[src/rtl/mram_arbiter_ctrl.sv]
// Two-port round-robin arbiter and strobe sequencer for a 16-bit async MRAM.
// Partial-byte writes run a read phase then a write phase with the merged word.
module mram_arbiter_ctrl #(
  parameter int T_SU    = 1,
  parameter int RD_WAIT = 2,
  parameter int WR_WAIT = 2
) (
  input  logic        SIM_CLK,
  input  logic        SIM_RST,
  input  logic        p0_req,
  input  logic        p0_we,
  input  logic [1:0]  p0_be,
  input  logic [11:0] p0_addr,
  input  logic [15:0] p0_wdata,
  output logic        p0_ack,
  input  logic        p1_req,
  input  logic        p1_we,
  input  logic [1:0]  p1_be,
  input  logic [11:0] p1_addr,
  input  logic [15:0] p1_wdata,
  output logic        p1_ack,
  output logic [15:0] rdata,
  output logic [15:0] mem_a,
  output logic        mem_e_n,
  output logic        mem_g_n,
  output logic        mem_w_n,
  output logic        mem_lb_n,
  output logic        mem_ub_n,
  output logic [15:0] mem_dq_o,
  output logic        mem_dq_oe,
  input  logic [15:0] mem_dq_i
);
  // state | meaning
  // IDLE  | chip deselected, arbitrate between pending requests
  // SETUP | address/data stable with E_n low, no strobe yet
  // ACC   | G_n (read phase) or W_n (write phase) low
  // HOLD  | strobes released, E_n low; last HOLD of an op acks
  typedef enum logic [1:0] {IDLE, SETUP, ACC, HOLD} state_t;

  localparam logic [3:0] SU_LOAD = 4'(T_SU - 1);
  localparam logic [3:0] RD_LOAD = 4'(RD_WAIT - 1);
  localparam logic [3:0] WR_LOAD = 4'(WR_WAIT - 1);

  state_t      state, state_nx;
  logic [3:0]  cnt, cnt_nx;
  logic        wr_phase, wr_phase_nx;
  logic        rmw, rmw_nx;
  logic        nop, nop_nx;
  logic        last, last_nx;
  logic        sel, sel_nx;
  logic [1:0]  be_q, be_nx;
  logic [15:0] data_q, data_nx;
  logic [15:0] rbuf, rbuf_nx;
  logic [15:0] merged;
  logic        req0, req1, pick;
  logic        g_we;
  logic [1:0]  g_be;
  logic [11:0] g_addr;
  logic [15:0] g_wdata;
  logic        ack0_nx, ack1_nx;
  logic [15:0] rdata_nx, a_nx, dq_o_nx;
  logic        e_n_nx, g_n_nx, w_n_nx, lb_n_nx, ub_n_nx, oe_nx;

  always_comb begin
    // a port whose ack is showing is finishing its handshake, not re-requesting
    req0    = p0_req & ~p0_ack;
    req1    = p1_req & ~p1_ack;
    pick    = (req0 & req1) ? ~last : req1;
    g_we    = pick ? p1_we    : p0_we;
    g_be    = pick ? p1_be    : p0_be;
    g_addr  = pick ? p1_addr  : p0_addr;
    g_wdata = pick ? p1_wdata : p0_wdata;
    merged  = {be_q[1] ? data_q[15:8] : rbuf[15:8], be_q[0] ? data_q[7:0] : rbuf[7:0]};

    state_nx    = state;
    cnt_nx      = cnt;
    wr_phase_nx = wr_phase;
    rmw_nx      = rmw;
    nop_nx      = nop;
    last_nx     = last;
    sel_nx      = sel;
    be_nx       = be_q;
    data_nx     = data_q;
    rbuf_nx     = rbuf;
    ack0_nx     = 1'b0;
    ack1_nx     = 1'b0;
    rdata_nx    = rdata;
    a_nx        = mem_a;
    e_n_nx      = mem_e_n;
    g_n_nx      = mem_g_n;
    w_n_nx      = mem_w_n;
    lb_n_nx     = mem_lb_n;
    ub_n_nx     = mem_ub_n;
    dq_o_nx     = mem_dq_o;
    oe_nx       = mem_dq_oe;

    case (state)
      IDLE: begin
        if (req0 | req1) begin
          last_nx = pick;
          sel_nx  = pick;
          be_nx   = g_be;
          data_nx = g_wdata;
          if (g_be == 2'b00) begin
            nop_nx      = 1'b1;
            rmw_nx      = 1'b0;
            wr_phase_nx = 1'b0;
            state_nx    = HOLD;
          end else begin
            nop_nx      = 1'b0;
            wr_phase_nx = g_we & (g_be == 2'b11);
            rmw_nx      = g_we & (g_be != 2'b11);
            state_nx    = SETUP;
            cnt_nx      = SU_LOAD;
            a_nx        = {4'h0, g_addr};
            e_n_nx      = 1'b0;
            lb_n_nx     = 1'b0;
            ub_n_nx     = 1'b0;
            if (g_we & (g_be == 2'b11)) begin
              dq_o_nx = g_wdata;
              oe_nx   = 1'b1;
            end
          end
        end
      end
      SETUP: begin
        if (cnt == 4'd0) begin
          state_nx = ACC;
          cnt_nx   = wr_phase ? WR_LOAD : RD_LOAD;
          g_n_nx   = wr_phase;
          w_n_nx   = ~wr_phase;
        end else begin
          cnt_nx = cnt - 4'd1;
        end
      end
      ACC: begin
        if (cnt == 4'd0) begin
          state_nx = HOLD;
          g_n_nx   = 1'b1;
          w_n_nx   = 1'b1;
          if (!wr_phase) rbuf_nx = mem_dq_i;
        end else begin
          cnt_nx = cnt - 4'd1;
        end
      end
      HOLD: begin
        if (rmw & ~wr_phase) begin
          wr_phase_nx = 1'b1;
          data_nx     = merged;
          dq_o_nx     = merged;
          oe_nx       = 1'b1;
          state_nx    = SETUP;
          cnt_nx      = SU_LOAD;
        end else begin
          state_nx = IDLE;
          a_nx     = 16'h0000;
          e_n_nx   = 1'b1;
          lb_n_nx  = 1'b1;
          ub_n_nx  = 1'b1;
          dq_o_nx  = 16'h0000;
          oe_nx    = 1'b0;
          ack0_nx  = ~sel;
          ack1_nx  = sel;
          if (!nop) rdata_nx = wr_phase ? data_q : rbuf;
        end
      end
      default: state_nx = IDLE;
    endcase
  end

  always_ff @(posedge SIM_CLK) begin
    if (SIM_RST) begin
      state     <= IDLE;
      cnt       <= 4'd0;
      wr_phase  <= 1'b0;
      rmw       <= 1'b0;
      nop       <= 1'b0;
      last      <= 1'b1;
      sel       <= 1'b0;
      be_q      <= 2'b00;
      data_q    <= 16'h0000;
      rbuf      <= 16'h0000;
      p0_ack    <= 1'b0;
      p1_ack    <= 1'b0;
      rdata     <= 16'h0000;
      mem_a     <= 16'h0000;
      mem_e_n   <= 1'b1;
      mem_g_n   <= 1'b1;
      mem_w_n   <= 1'b1;
      mem_lb_n  <= 1'b1;
      mem_ub_n  <= 1'b1;
      mem_dq_o  <= 16'h0000;
      mem_dq_oe <= 1'b0;
    end else begin
      state     <= state_nx;
      cnt       <= cnt_nx;
      wr_phase  <= wr_phase_nx;
      rmw       <= rmw_nx;
      nop       <= nop_nx;
      last      <= last_nx;
      sel       <= sel_nx;
      be_q      <= be_nx;
      data_q    <= data_nx;
      rbuf      <= rbuf_nx;
      p0_ack    <= ack0_nx;
      p1_ack    <= ack1_nx;
      rdata     <= rdata_nx;
      mem_a     <= a_nx;
      mem_e_n   <= e_n_nx;
      mem_g_n   <= g_n_nx;
      mem_w_n   <= w_n_nx;
      mem_lb_n  <= lb_n_nx;
      mem_ub_n  <= ub_n_nx;
      mem_dq_o  <= dq_o_nx;
      mem_dq_oe <= oe_nx;
    end
  end
endmodule

[config.mk]
export PLATFORM = sky130hd
export DESIGN_NAME = mram_arbiter_ctrl
export DESIGN_NICKNAME = d
export VERILOG_FILES = /design/src/rtl/mram_arbiter_ctrl.sv
export SDC_FILE = /design/constraint.sdc
export NUM_CORES = 1
export LEC_CHECK = 0
export ABC_AREA = 1
export ABC_CLOCK_PERIOD_IN_PS = 5240
export BUFFER_PORTS_ARGS = -buffer_cell sky130_fd_sc_hd__buf_2
export CAP_MARGIN = 20
export CORE_MARGIN = 5
export CORE_UTILIZATION = 57
export DETAILED_ROUTE_END_ITERATION = 10
export GPL_TIMING_DRIVEN = 0
export PLACE_DENSITY = 0.86
export SLEW_MARGIN = 10
export SYNTH_ARGS = -nofsm -noshare
export SYNTH_HDL_FRONTEND = slang
export SYNTH_SLANG_ARGS = --single-unit
[constraint.sdc]
create_clock -name SIM_CLK -period 5.24 [get_ports SIM_CLK]
set_input_delay 1.572 -clock SIM_CLK [delete_from_list [all_inputs] [get_ports SIM_CLK]]
set_output_delay 1.572 -clock SIM_CLK [all_outputs]
set_load 0.05 [all_outputs]
# After elaboration in Yosys (flattened, before gate mapping)
# Cells that the tools add are included.
[op_classes] add_sub_neg=1 n_eq_ne=13 n_mux=52 bitwise=15 n_reduce_logical=15
[op_table] op="$mux 16" count=11
[op_table] op="$pmux 16 s2" count=3
[op_table] op="$mux 4" count=5
[op_table] op="$mux 1" count=18
[op_table] op="$ne 2x2->1 const B" count=9
[op_table] op="$mux 8" count=2
[op_table] op="$pmux 4 s4" count=1
[op_table] op="$reduce_and 3->1" count=5
[op_table] op="$mux 12" count=1
[op_table] op="$reduce_and 4->1" count=3
[op_table] op="$mux 2" count=5
[op_table] op="$pmux 1 s2" count=5
[op_table] op="$not 1->1" count=8
[op_table] op="$pmux 2 s4" count=1
[op_table] op="$and 1x1->1" count=6
[op_table] op="$eq 2x2->1 const B" count=3
[op_table] op="$logic_not 2->1" count=2
[op_table] op="$logic_not 4->1" count=1
[op_table] op="$reduce_bool 2->1" count=2
[op_table] op="$sub 4x1->4 const B" count=1
[op_table] op="$reduce_or 3->1" count=1
[op_table] op="$eq 2x1->1 const B" count=1
[op_table] op="$reduce_and 2->1" count=1
[op_table] op="$or 1x1->1" count=1
[word_totals] reg_bits=99 inputBits=82 out_inout_bits=56 wordCells=115

# Longest topological paths before layout
# Gate-level depths: netlist (run 1).
[depth] word_depth=11 depth_mapped=12 depth_no_buf=11

# Least setup slack after synthesis (run 1)
# Ideal clock, no wire load.
[synth_path] path_kind="input -> register" startpoint="input p1_req" endpoint="register mem_ub_n" setup_ps=127 arrival_time_ps=2626 required_time_ps=5113 slack_ps=2486 cell_stages=12 path_buffers=1 cell_sequence="inv_1 -> nor2_8 -> nand2_4 -> nand2_2 -> nand2_2 -> nand3_2 -> nand2_4 -> nor2_4 -> inv_4 -> buf_6 -> nand2_1 -> o211ai_1"
[synth_via] elab_chain_len=7 elab_cells_between_ends=9 cone_classes="eq/ne (2); mux (2); bitwise (3); reduce/logical (2)"
[synth_rtl] item="from (decl)" line_no="16" text="input logic p1_req,"
[synth_rtl] item="$and 1x1->1 *" line_no="67" text="req1 = p1_req & ~p1_ack;"
[synth_rtl] item="$and 1x1->1" line_no="68" text="pick = (req0 & req1) ? ~last : req1;"
[synth_rtl] item="$mux 1" line_no="68"
[synth_rtl] item="$mux 2" line_no="70" text="g_be = pick ? p1_be : p0_be;"
[synth_rtl] item="$logic_not 2->1" line_no="104" text="if (g_be == 2'b00) begin"
[synth_rtl] item="$ne 2x2->1 (no line)"
[synth_rtl] item="$reduce_and 4->1 (no line) *"
[synth_rtl] item="to (signal assigned)" line_no="213" text="mem_ub_n <= ub_n_nx;"
[synth_rtl] item="to (decl)" line_no="28" text="output logic mem_ub_n,"
# Every way passes the cells marked *; elsewhere a longest branch is shown, timed or not.
# A chain may end at the register's enable or synchronous reset.

# Worst setup path in the final report (run 1)
[layout_path] startpoint="input p1_req" endpoint="register mem_dq_o[0]"
[layout_via] elab_chain_len=8 elab_cells_between_ends=18 cone_classes="eq/ne (4); mux (8); bitwise (4); reduce/logical (2)"
[layout_rtl] item="$and 1x1->1 *" line_no="67"
[layout_rtl] item="$and 1x1->1" line_no="68"
[layout_rtl] item="$mux 1" line_no="68"
[layout_rtl] item="$mux 2 or $mux 16 (tied branches)" line_no="70, 72"
[layout_rtl] item="$eq 2x2->1 or $mux 16 (tied branches)" line_no="119" text="if (g_we & (g_be == 2'b11)) begin"
[layout_rtl] item="$and 1x1->1 or $mux 16 (tied branches)" line_no="119, 104"
[layout_rtl] item="$ne 2x2->1 (no line) or $mux 16 (tied branches)"
[layout_rtl] item="$reduce_and 4->1 (no line) or $pmux 16 s2 (tied branches)"
[layout_rtl] item="to (signal assigned)" line_no="214" text="mem_dq_o <= dq_o_nx;"
[layout_rtl] item="to (decl)" line_no="29" text="output logic [15:0] mem_dq_o,"
# Every way passes the cells marked *; elsewhere a longest branch is shown, timed or not. The select of a mux whose other input is x is not followed.

==> results of run 1 <==
## power groups by stage
stage | Sequential, W | Combinational (W) | Clock, W
final | 0.00108 | 0.00175 | 0.000537
after global routing | 0.00111 | 0.00192 | 0.000569
after CTS | 0.00108 | 0.00174 | 0.000538
after detailed placement | 0.00109 | 0.00173 | 0
after global placement | 0.00109 | 0.00171 | 0
after floorplan | 0.00140 | 0.00101 | 0
## metal layers
metal / vias to the layer above / GRT usage, %
li1: 2690 / -
met1: 2374 / 31.7
met2: 214 / 42.5
met3: 43 / 5.52
met4: 0 / 8.70
met5: - / 0
## metrics by stage
step / setup slack, ns / hold slack (ns) / util [%] / instance area (µm²) / total power [W]
3_5_place_dp: 2.19 / 0.439 / 67.7 / 5870 / 0.00282
2_1_floorplan: 2.49 / 0.415 / - / 5070 / 0.00241
4_1_cts: 2.52 / 0.455 / 70.2 / 6090 / 0.00336
6_report: 2.52 / 0.451 / 70.2 / 6090 / 0.00337
5_1_grt: 2.42 / 0.473 / 70.2 / 6090 / 0.00359
3_3_place_gp: 2.19 / 0.434 / 67.7 / 5870 / 0.00280
## state kept, by name, summed over array words and instances, names as in the netlist, 2 cells and up
register  flops
cnt           4
be_q          2
rdata        16
data_q       16
mem_a        12
mem_dq_o     16
rbuf         16
state         2
## final timing paths
check,from,endpoint,depth (start not counted),slack (ns)
worst max register to register,state[0]$_SDFFE_PP0P_,data_q[3]$_SDFFE_PP0P_,9,3.22
worst max-delay path,p1_req,mem_dq_o[0]$_SDFFE_PP0P_,10,2.52
worst min-delay path,mem_a[4]$_SDFFE_PP0P_,mem_a[4]$_SDFFE_PP0P_,2,0.45
worst min register to register,mem_a[4]$_SDFFE_PP0P_,mem_a[4]$_SDFFE_PP0P_,2,0.45
## worst min-delay path: cells and delay by family (launching register included)
| kind | cells | cell delay (ns) |
|---|---|---|
| compound gates | 1 | 0.04 |
| buf+inv | 1 | 0.06 |
| flops | 1 | 0.32 |
## kinds of logic after synthesis
| group | after synthesis | synth area share (%) |
|---|---|---|
| other | 1 | 0.0741 |
| buffers and inverters | 151 | 13.2 |
| AOI/OAI and AO/OA | 218 | 22.7 |
| and+or+nand+nor | 279 | 24.7 |
| adders and majority gates | 7 | 1.73 |
| DFF | 95 | 37.6 |
## layout make-up
type | count | area share [%]
Multi-Input combinational cell | 508 | 41.1
Inverter | 102 | 6.33
Timing Repair Buffer | 133 | 10.9
Buffer | 49 | 4.62
Clock buffer | 9 | 2.03
Sequential cell | 95 | 31.2
Clock inverter | 7 | 1.56
Tap cell | 108 | 2.22
## layout by cell type, fill, tap and decap left out, types with 5 or more instances in the layout
cell      Yosys  routed
a21oi_1     101     101
o21ai_0      90      90
nor2_1       46      46
ha_1          7       7
clkbuf_8      0       9
nand2_1     167     167
o21ai_1      10      10
a21oi_2       8       8
buf_4        10      10
inv_1        97      97
nand3_1      40      40
buf_2         9     142
nand2_2       6       6
buf_6         5       5
clkbuf_1     21      21
dfxtp_1      95      95
==> results_dict.tcl, run 1 <==
set metrics [dict create \
    status "finished, final reports clean" \
    max_slew.worst_pin.slew_ns 0.637 \
    synthFlopType "dfxtp_1" \
    dr_wl_met2_mm 7.01 \
    setup_tns_ns 0 \
    die_area_um2 10900 \
    synth_edf_count 0 \
    place_hpwl_mm 11.0 \
    grt_max_degree 20 \
    ys_ff_latch 95 \
    initialDrtViolationCount 410 \
    die_w_um 104 \
    ys_warn_count 0 \
    clkPwrFrac_pct 15.9 \
    multi_input_area_um2 2500 \
    ctsResizeCount 0 \
    yosysMostFrequentCell "nand2_1" \
    clock.fmax_mhz 368 \
    ir_worst_vdd_mv 0.346 \
    seq_power_share_pct 32.1 \
    ios 138 \
    synthTopCellsByCount "nand2_1, a21oi_1, inv_1, dfxtp_1, o21ai_0" \
    area_growth_pct 20.4 \
    top_layer "met4" \
    finalNetCount 987 \
    grt_usage_pct 25.2 \
    num_antenna_cells 0 \
    port_buffers 133 \
    drv_slew 0 \
    clk_pin_slew_ns 0.10 \
    yosys.area.top_type "dfxtp_1" \
    regArea_um2 1900 \
    internal-power_w 0.00169 \
    worstSetupStartpointType "input port" \
    setup_viol 0 \
    synth_area_per_cell_um2 6.74 \
    min_period_ns 2.72 \
    min_path_type "register to register" \
    worstPathArrival_ns 3.01 \
    ctsHoldBuffers 0 \
    wl_mm 14.4 \
    insertion_delay_ns 0.39 \
    nFillCells 775 \
    cp_top_family "buffers and inverters" \
    powerDensity_nw_per_um2 554 \
    place_inst 995 \
    drc 0 \
    htree_num_levels 3 \
    vias 5321 \
    critical_path.slowest_cell "clkbuf_1" \
    ys_seq_area_share_pct 37.6 \
    pwr-share-comb_pct 52.0 \
    gp_congestion 0.896 \
    cts_tree "built" \
    crit_fanout 10 \
    grt_pass1_vias 4897 \
    met1_length_mm 5.94 \
    crit_buf_inv 4 \
    synth_cells 751 \
    rsz0062_at_grt "no" \
    leakage_nw 2.86 \
    drive_gt1_share_pct 23.3 \
    start_util_pct 58.3 \
    worstPathRequired_ns 5.53 \
    post-route-period-util_pct 51.9 \
    post-cts-setup-buffers 0 \
    hold_viol 0 \
    clockRootBuffer "clkbuf_8" \
    crit_chain "buf_2, inv_1, nor2_8, nand2_4, inv_2, clkbuf_1, o21ai_0, nand2_1, nand3_1, a21oi_1" \
    yosysUniqueCellTypes 34 \
    grt_pass1_wl_mm 22.7 \
    crit_type "input port to register" \
    async_flop_share_pct 0 \
    yosysTopAreaCellShare_pct 37.6 \
    maxSlewHeadroom_pct 57.5 \
    swShare_pct 49.9 \
    cap_violations 0 \
    antenna_found_initial 0 \
    rows 34 \
    endpoint_kind "register" \
    cts_made_buffers 9 \
    worst_path_largest_cell_delay_ns 0.37 \
    via_per_inst 5.26 \
    power.switching_w 0.00168 \
    wire_per_inst_um 14.3 \
    cts.sinks 95 \
    wl_met3_mm 1.11 \
    instances_no_fill 1011 \
    first_pass_iters 5 \
    clock_path_buffers 2 \
    synth_area_um2 5060 \
    skew_ns 0.0163 \
    synth_area_leaders "dfxtp_1, nand2_1, a21oi_1, o21ai_0, inv_1" \
    antenna_left 0 \
    die_h_um 104 \
    core_area_um2 8680 \
    grt_overflow 0 \
]
Power figures use the tool's default switching activity.
==> inputs of run 2 (changes only) <==
--- a/config.mk
+++ b/config.mk
@@ -6,14 +6,14 @@
 export NUM_CORES = 1
 export LEC_CHECK = 0
 export ABC_AREA = 1
-export ABC_CLOCK_PERIOD_IN_PS = 5240
+export ABC_CLOCK_PERIOD_IN_PS = 2700
 export BUFFER_PORTS_ARGS = -buffer_cell sky130_fd_sc_hd__buf_2
 export CAP_MARGIN = 20
 export CORE_MARGIN = 5
-export CORE_UTILIZATION = 57
+export CORE_UTILIZATION = 53
 export DETAILED_ROUTE_END_ITERATION = 10
 export GPL_TIMING_DRIVEN = 0
-export PLACE_DENSITY = 0.86
+export PLACE_DENSITY = 0.81
 export SLEW_MARGIN = 10
 export SYNTH_ARGS = -nofsm -noshare
 export SYNTH_HDL_FRONTEND = slang
==> constraint.sdc (replaced) <==
create_clock -name SIM_CLK -period 2.7 [get_ports SIM_CLK]
set_input_delay 0.81 -clock SIM_CLK [delete_from_list [all_inputs] [get_ports SIM_CLK]]
set_output_delay 0.81 -clock SIM_CLK [all_outputs]
set_load 0.05 [all_outputs]
==> run 2 against run 1 <==
Against the previous run:
- global-route usage fell by 1.1 points
- sequential cell count did not move
- clock-buffer cell count stayed put
- clock skew shrank 0.0042 ns
- final area about the same
- critical path type is now register to register
- largest power group unchanged
==> results_dict.tcl, run 2 (synthesis gave the netlist of run 1 again) <==
set metrics [dict create \
    power.switching_w 0.00325 \
    rows 35 \
    worstPathRequired_ns 3.02 \
    area_growth_pct 20.4 \
    clkPwrFrac_pct 14.5 \
    insertion_delay_ns 0.37 \
    whs_path_depth 2 \
    seq_power_share_pct 32.7 \
    worstPathArrival_ns 2.33 \
    worstSetupStartpointType "register" \
    cts_made_buffers 9 \
    drv_slew 0 \
    pwr-share-comb_pct 52.7 \
    powerDensity_nw_per_um2 1050 \
    start_util_pct 54.5 \
    initialDrtViolationCount 364 \
    drive_gt1_share_pct 23.3 \
    vias 5267 \
    maxSlewHeadroom_pct 58.0 \
    clock_path_buffers 2 \
    status "finished, final reports clean" \
    crit_type "register to register" \
    first_pass_iters 4 \
    setup_viol 0 \
    min_period_ns 2.01 \
    swShare_pct 50.5 \
    num_antenna_cells 0 \
    wl_mm 14.1 \
    layout_commonest_cell "nand2_1" \
    htree_num_levels 3 \
    die_w_um 108 \
    r2r_cells 8 \
    ios 138 \
    post-cts-setup-buffers 0 \
    ir_worst_vdd_mv 0.955 \
    cp_top_family "buffers and inverters" \
    grtUsageMet2_pct 42.7 \
    hold_viol 0 \
    grt_pass1_vias 4920 \
    die_area_um2 11600 \
    drc 0 \
    grt_pass1_wl_mm 22.5 \
    met1_usage_pct 30.4 \
    gp_congestion 0.893 \
    finalNetCount 987 \
    rsz0062_at_grt "no" \
    cap_violations 0 \
    antenna_left 0 \
    post-route-period-util_pct 74.4 \
    antenna_found_initial 0 \
    clockRootBuffer "clkbuf_8" \
    ctsHoldBuffers 0 \
    worst_path_largest_cell_delay_ns 0.42 \
    ctsResizeCount 0 \
    instances_no_fill 1032 \
    port_buffers 133 \
    crit_cells 8 \
    crit_fanout 10 \
    grt_overflow 0 \
    most-common-layout-cells "nand2_1, buf_2, a21oi_1, inv_1, dfxtp_1" \
    crit_chain "ha_1, inv_1, nor2_1, inv_2, nand3_2, clkbuf_1, o21ai_0, inv_1" \
    cts.sinks 95 \
    cts_tree "built" \
    grt.busiest_layer "met2" \
    die_h_um 108 \
    max_slew.worst_pin.slew_ns 0.631 \
    nFillCells 907 \
    grt_use_met3_pct 4.62 \
    core_area_um2 9280 \
    leakage_nw 2.84 \
    path_common_cell "inv_1" \
    via_per_inst 5.10 \
    critical_path.slowest_cell "dfxtp_1" \
    crit_buf_inv 4 \
    endpoint_kind "register" \
    clk_pin_slew_ns 0.10 \
    min_path_type "register to register" \
    skew_ns 0.0121 \
    wire_per_inst_um 13.7 \
    place_hpwl_mm 11.1 \
    setup_tns_ns 0 \
    place_inst 1016 \
    grt_usage_pct 24.1 \
    grt_max_degree 20 \
    clock.fmax_mhz 498 \
    internal-power_w 0.00318 \
]
## run 2: path summary, 6_finish.rpt
kind                                            start                 endpoint  slack, ns
worst max-delay path            state[0]$_SDFFE_PP0P_  data_q[12]$_SDFFE_PP0P_       0.69
worst min-delay path            mem_a[4]$_SDFFE_PP0P_    mem_a[4]$_SDFFE_PP0P_       0.46
worst max register to register  state[0]$_SDFFE_PP0P_  data_q[12]$_SDFFE_PP0P_       0.69
worst min register to register  mem_a[4]$_SDFFE_PP0P_    mem_a[4]$_SDFFE_PP0P_       0.46
## run 2: through the flow
stage                     utilization [%]  total power (W)  cell area, µm²  hold slack, ns  setup slack (ns)
after global routing                 65.7          0.00689            6100           0.479             0.481
after floorplan                         -          0.00469            5070           0.415             0.708
after detailed placement             63.5          0.00549            5900           0.442             0.344
after CTS                            65.7          0.00643            6100           0.459             0.697
final                                65.7          0.00643            6100           0.456             0.691
after global placement               63.5          0.00544            5900           0.436             0.371
## run 2: power by group through the flow
stage / Combinational (W) / Clock, W / Sequential, W
finish: 0.00339 / 0.000932 / 0.00210
global route: 0.00373 / 0.00100 / 0.00215
CTS: 0.00338 / 0.000951 / 0.00210
detailed placement: 0.00336 / 0 / 0.00213
global placement: 0.00332 / 0 / 0.00212
floorplan: 0.00197 / 0 / 0.00272
## run 2: per-layer routing
metal | share of wire (%) | wire, µm
met1 | 43 | 6060
met2 | 50 | 7090
met3 | 6.0 | 851
met4 | 0.92 | 130
met5 | 0 | 0
## run 2: area by class of cell
type	count	area, µm²	area share (%)
timing repair buffer	133	666	10.9
inverter	102	385	6.32
tap	129	161	2.65
clock inverter	7	72.6	1.19
multi-input combinational	508	2500	41.1
sequential	95	1900	31.2
buffer	49	282	4.62
clock buffer	9	124	2.03
## run 2: worst register-to-register path: stages (launching register included)
cell	delay (ns)
dfxtp_1	0.42
ha_1	0.27
inv_1	0.17
nor2_1	0.23
inv_2	0.12
nand3_2	0.15
clkbuf_1	0.37
o21ai_0	0.16
inv_1	0.07
==> inputs of run 3 (changes only) <==
--- a/config.mk
+++ b/config.mk
@@ -6,14 +6,14 @@
 export NUM_CORES = 1
 export LEC_CHECK = 0
 export ABC_AREA = 1
-export ABC_CLOCK_PERIOD_IN_PS = 2700
+export ABC_CLOCK_PERIOD_IN_PS = 1600
 export BUFFER_PORTS_ARGS = -buffer_cell sky130_fd_sc_hd__buf_2
 export CAP_MARGIN = 20
 export CORE_MARGIN = 5
-export CORE_UTILIZATION = 53
+export CORE_UTILIZATION = 48
 export DETAILED_ROUTE_END_ITERATION = 10
 export GPL_TIMING_DRIVEN = 0
-export PLACE_DENSITY = 0.81
+export PLACE_DENSITY = 0.77
 export SLEW_MARGIN = 10
 export SYNTH_ARGS = -nofsm -noshare
 export SYNTH_HDL_FRONTEND = slang
==> constraint.sdc (replaced) <==
create_clock -name SIM_CLK -period 1.6 [get_ports SIM_CLK]
set_input_delay 0.48 -clock SIM_CLK [delete_from_list [all_inputs] [get_ports SIM_CLK]]
set_output_delay 0.48 -clock SIM_CLK [all_outputs]
set_load 0.05 [all_outputs]
==> run 3 against run 2 <==
Against the previous run:
- register-to-register slack got worse by 0.73 ns
- the flow now finishes with violations (setup timing)
- utilization increased by 0.28 points
- worst hold slack got worse by 0.067 ns
==> results_dict.tcl, run 3 (synthesis gave the netlist of run 1 again) <==
set metrics [dict create \
    status "finished, violations left" \
    violations "setup timing" \
    die_h_um 113 \
    min_period_ns 1.64 \
    setup_viol 22 \
    initialDrtViolationCount 495 \
    placed_cell_area_um2 5920 \
    pwr-share-comb_pct 57.6 \
    cts.sinks 95 \
    pre_cts_slack_ns -0.406 \
    maxSlewHeadroom_pct 59.4 \
    grt.busiest_layer "met2" \
    insertion_delay_ns 0.37 \
    swShare_pct 48.2 \
    start_util_pct 49.0 \
    rr_endpoint "mem_dq_o[5]$_SDFFE_PP0P_" \
    layout_commonest_cell "nand2_1" \
    hold_viol 0 \
    rows 37 \
    clkPwrFrac_pct 13.7 \
    most-common-layout-cells "nand2_1, buf_2, a21oi_1, dfxtp_1, inv_1" \
    grtUsageMet2_pct 40.1 \
    met1_usage_pct 30.3 \
    grt_use_met3_pct 4.31 \
    grt_usage_pct 23.8 \
    post-route-period-util_pct 102 \
    worst_path_largest_cell_delay_ns 0.37 \
    via_per_inst 5.28 \
    ctsHoldBuffers 0 \
    cap_violations 0 \
    grt_max_degree 16 \
    critical_path.slowest_cell "dfxtp_4" \
    drc 0 \
    ir_worst_vdd_mv 1.12 \
    whs_path_depth 3 \
    grt_pass1_vias 5088 \
    regToRegSetupSlack_ns -0.04 \
    port_buffers 133 \
    cts_made_buffers 9 \
    crit_type "register to register" \
    r2r_cells 10 \
    power.switching_w 0.00606 \
    grt_overflow 0 \
    htree_num_levels 3 \
    num_antenna_cells 0 \
    reg2reg_from "p1_ack$_SDFF_PP0_" \
    internal-power_w 0.00651 \
    max_slew.worst_pin.slew_ns 0.609 \
    die_w_um 113 \
    place_hpwl_mm 11.6 \
    crit_fanout 7 \
    leakage_nw 3.13 \
    seq_power_share_pct 28.7 \
    endpoint_kind "register" \
    powerDensity_nw_per_um2 1850 \
    min_path_type "input port to register" \
    setup_slack_ns -0.0355 \
    worstSetupStartpointType "register" \
    ios 138 \
    finish.instance_area_um2 6810 \
    clockRootBuffer "clkbuf_8" \
    worstPathRequired_ns 1.90 \
    antenna_left 0 \
    crit_chain "nor2_8, nand2_8, nand2_4, nand2_4, nand3_4, nand2_8, nor2_8, clkbuf_16, nand3_1, a21oi_1" \
    wire_per_inst_um 15.4 \
    clk_pin_slew_ns 0.09 \
    drv_slew 0 \
    clock.fmax_mhz 611 \
    worstPathArrival_ns 1.94 \
    area_growth_pct 34.5 \
    utilization_pct 65.9 \
    finalNetCount 1008 \
    antenna_found_initial 0 \
    worstHoldStart "mem_dq_i[10]" \
    core_area_um2 10300 \
    first_pass_iters 5 \
    wl_mm 16.3 \
    drive_gt1_share_pct 34.1 \
    hold_path_end "rbuf[10]$_SDFFE_PP0P_" \
    setup_tns_ns -0.381 \
    skew_ns 0.0114 \
    vias 5588 \
    rsz0062_at_grt "yes" \
    grt_pass1_wl_mm 24.7 \
    gp_congestion 0.894 \
    cts_tree "built" \
    clock_path_buffers 2 \
    die_area_um2 12700 \
]
run 3: changes by cell type in the layout (fill, tap and decap cells not counted), sizes merged:
cell | before | now
buf | 161 | 184
bufinv | 0 | 2
clkbuf | 30 | 28
clkinv | 3 | 4
inv | 105 | 101
run 3: worst max-delay path by stage:
stage	start	slack, ns	endpoint
6_report	p1_ack$_SDFF_PP0_	-0.04	mem_dq_o[5]$_SDFFE_PP0P_
4_1_cts	state[1]$_SDFFE_PP0P_	0.003	data_q[7]$_SDFFE_PP0P_
3_5_place_dp	p1_req	-0.41	mem_dq_o[1]$_SDFFE_PP0P_
2_1_floorplan	p1_req	-0.06	mem_ub_n$_SDFFE_PP1P_
5_1_grt	p0_ack$_SDFF_PP0_	-0.13	mem_dq_o[6]$_SDFFE_PP0P_
3_3_place_gp	p1_req	-0.42	mem_dq_o[13]$_SDFFE_PP0P_
run 3: layer usage:
metal,vias up,share of wire (%)
met3,50,7.5
li1,2739,-
met1,2563,41
met5,-,0
met2,236,48
met4,0,3.5
run 3: timing repair:
item,in CTS,in global routing
resized for setup,58,139
cloned,0,5
setup endpoints to repair,84,79
setup buffers,13,4
pin swaps,11,20
run 3: final cells by class:
type                            instances  area, µm²
Fill cell                             916       3520
Multi-Input combinational cell        508       2840
Sequential cell                        95       1920
Timing Repair Buffer                  155        903
Inverter                              102        399
Buffer                                 48        369
Tap cell                              136        170
Clock buffer                            9        124
Clock inverter                          6       86.3
run 3: worst max-delay path: cells and delay by family, from the launching register on:
family	cells	cell delay [ns]
AOI/OAI and AO/OA	1	0.14
buffers and inverters	1	0.16
DFF	1	0.37
and+or+nand+nor	8	0.90
run 3: power by group through the flow:
stage	Clock, W	Combinational [W]	Sequential (W)
4_1_cts	0.00175	0.00616	0.00356
3_3_place_gp	0	0.00572	0.00358
5_1_grt	0.00185	0.00784	0.00369
3_5_place_dp	0	0.00577	0.00359
2_1_floorplan	0	0.00335	0.00459
6_report	0.00172	0.00724	0.00360
run 3: stage by stage:
stage | hold slack [ns] | cells | power, W
global route | 0.404 | 1059 | 0.0134
finish | 0.389 | 1059 | 0.0126
floorplan | 0.405 | 754 | 0.00794
CTS | 0.390 | 1050 | 0.0115
detailed placement | 0.436 | 1023 | 0.00936
global placement | 0.436 | 1023 | 0.00930
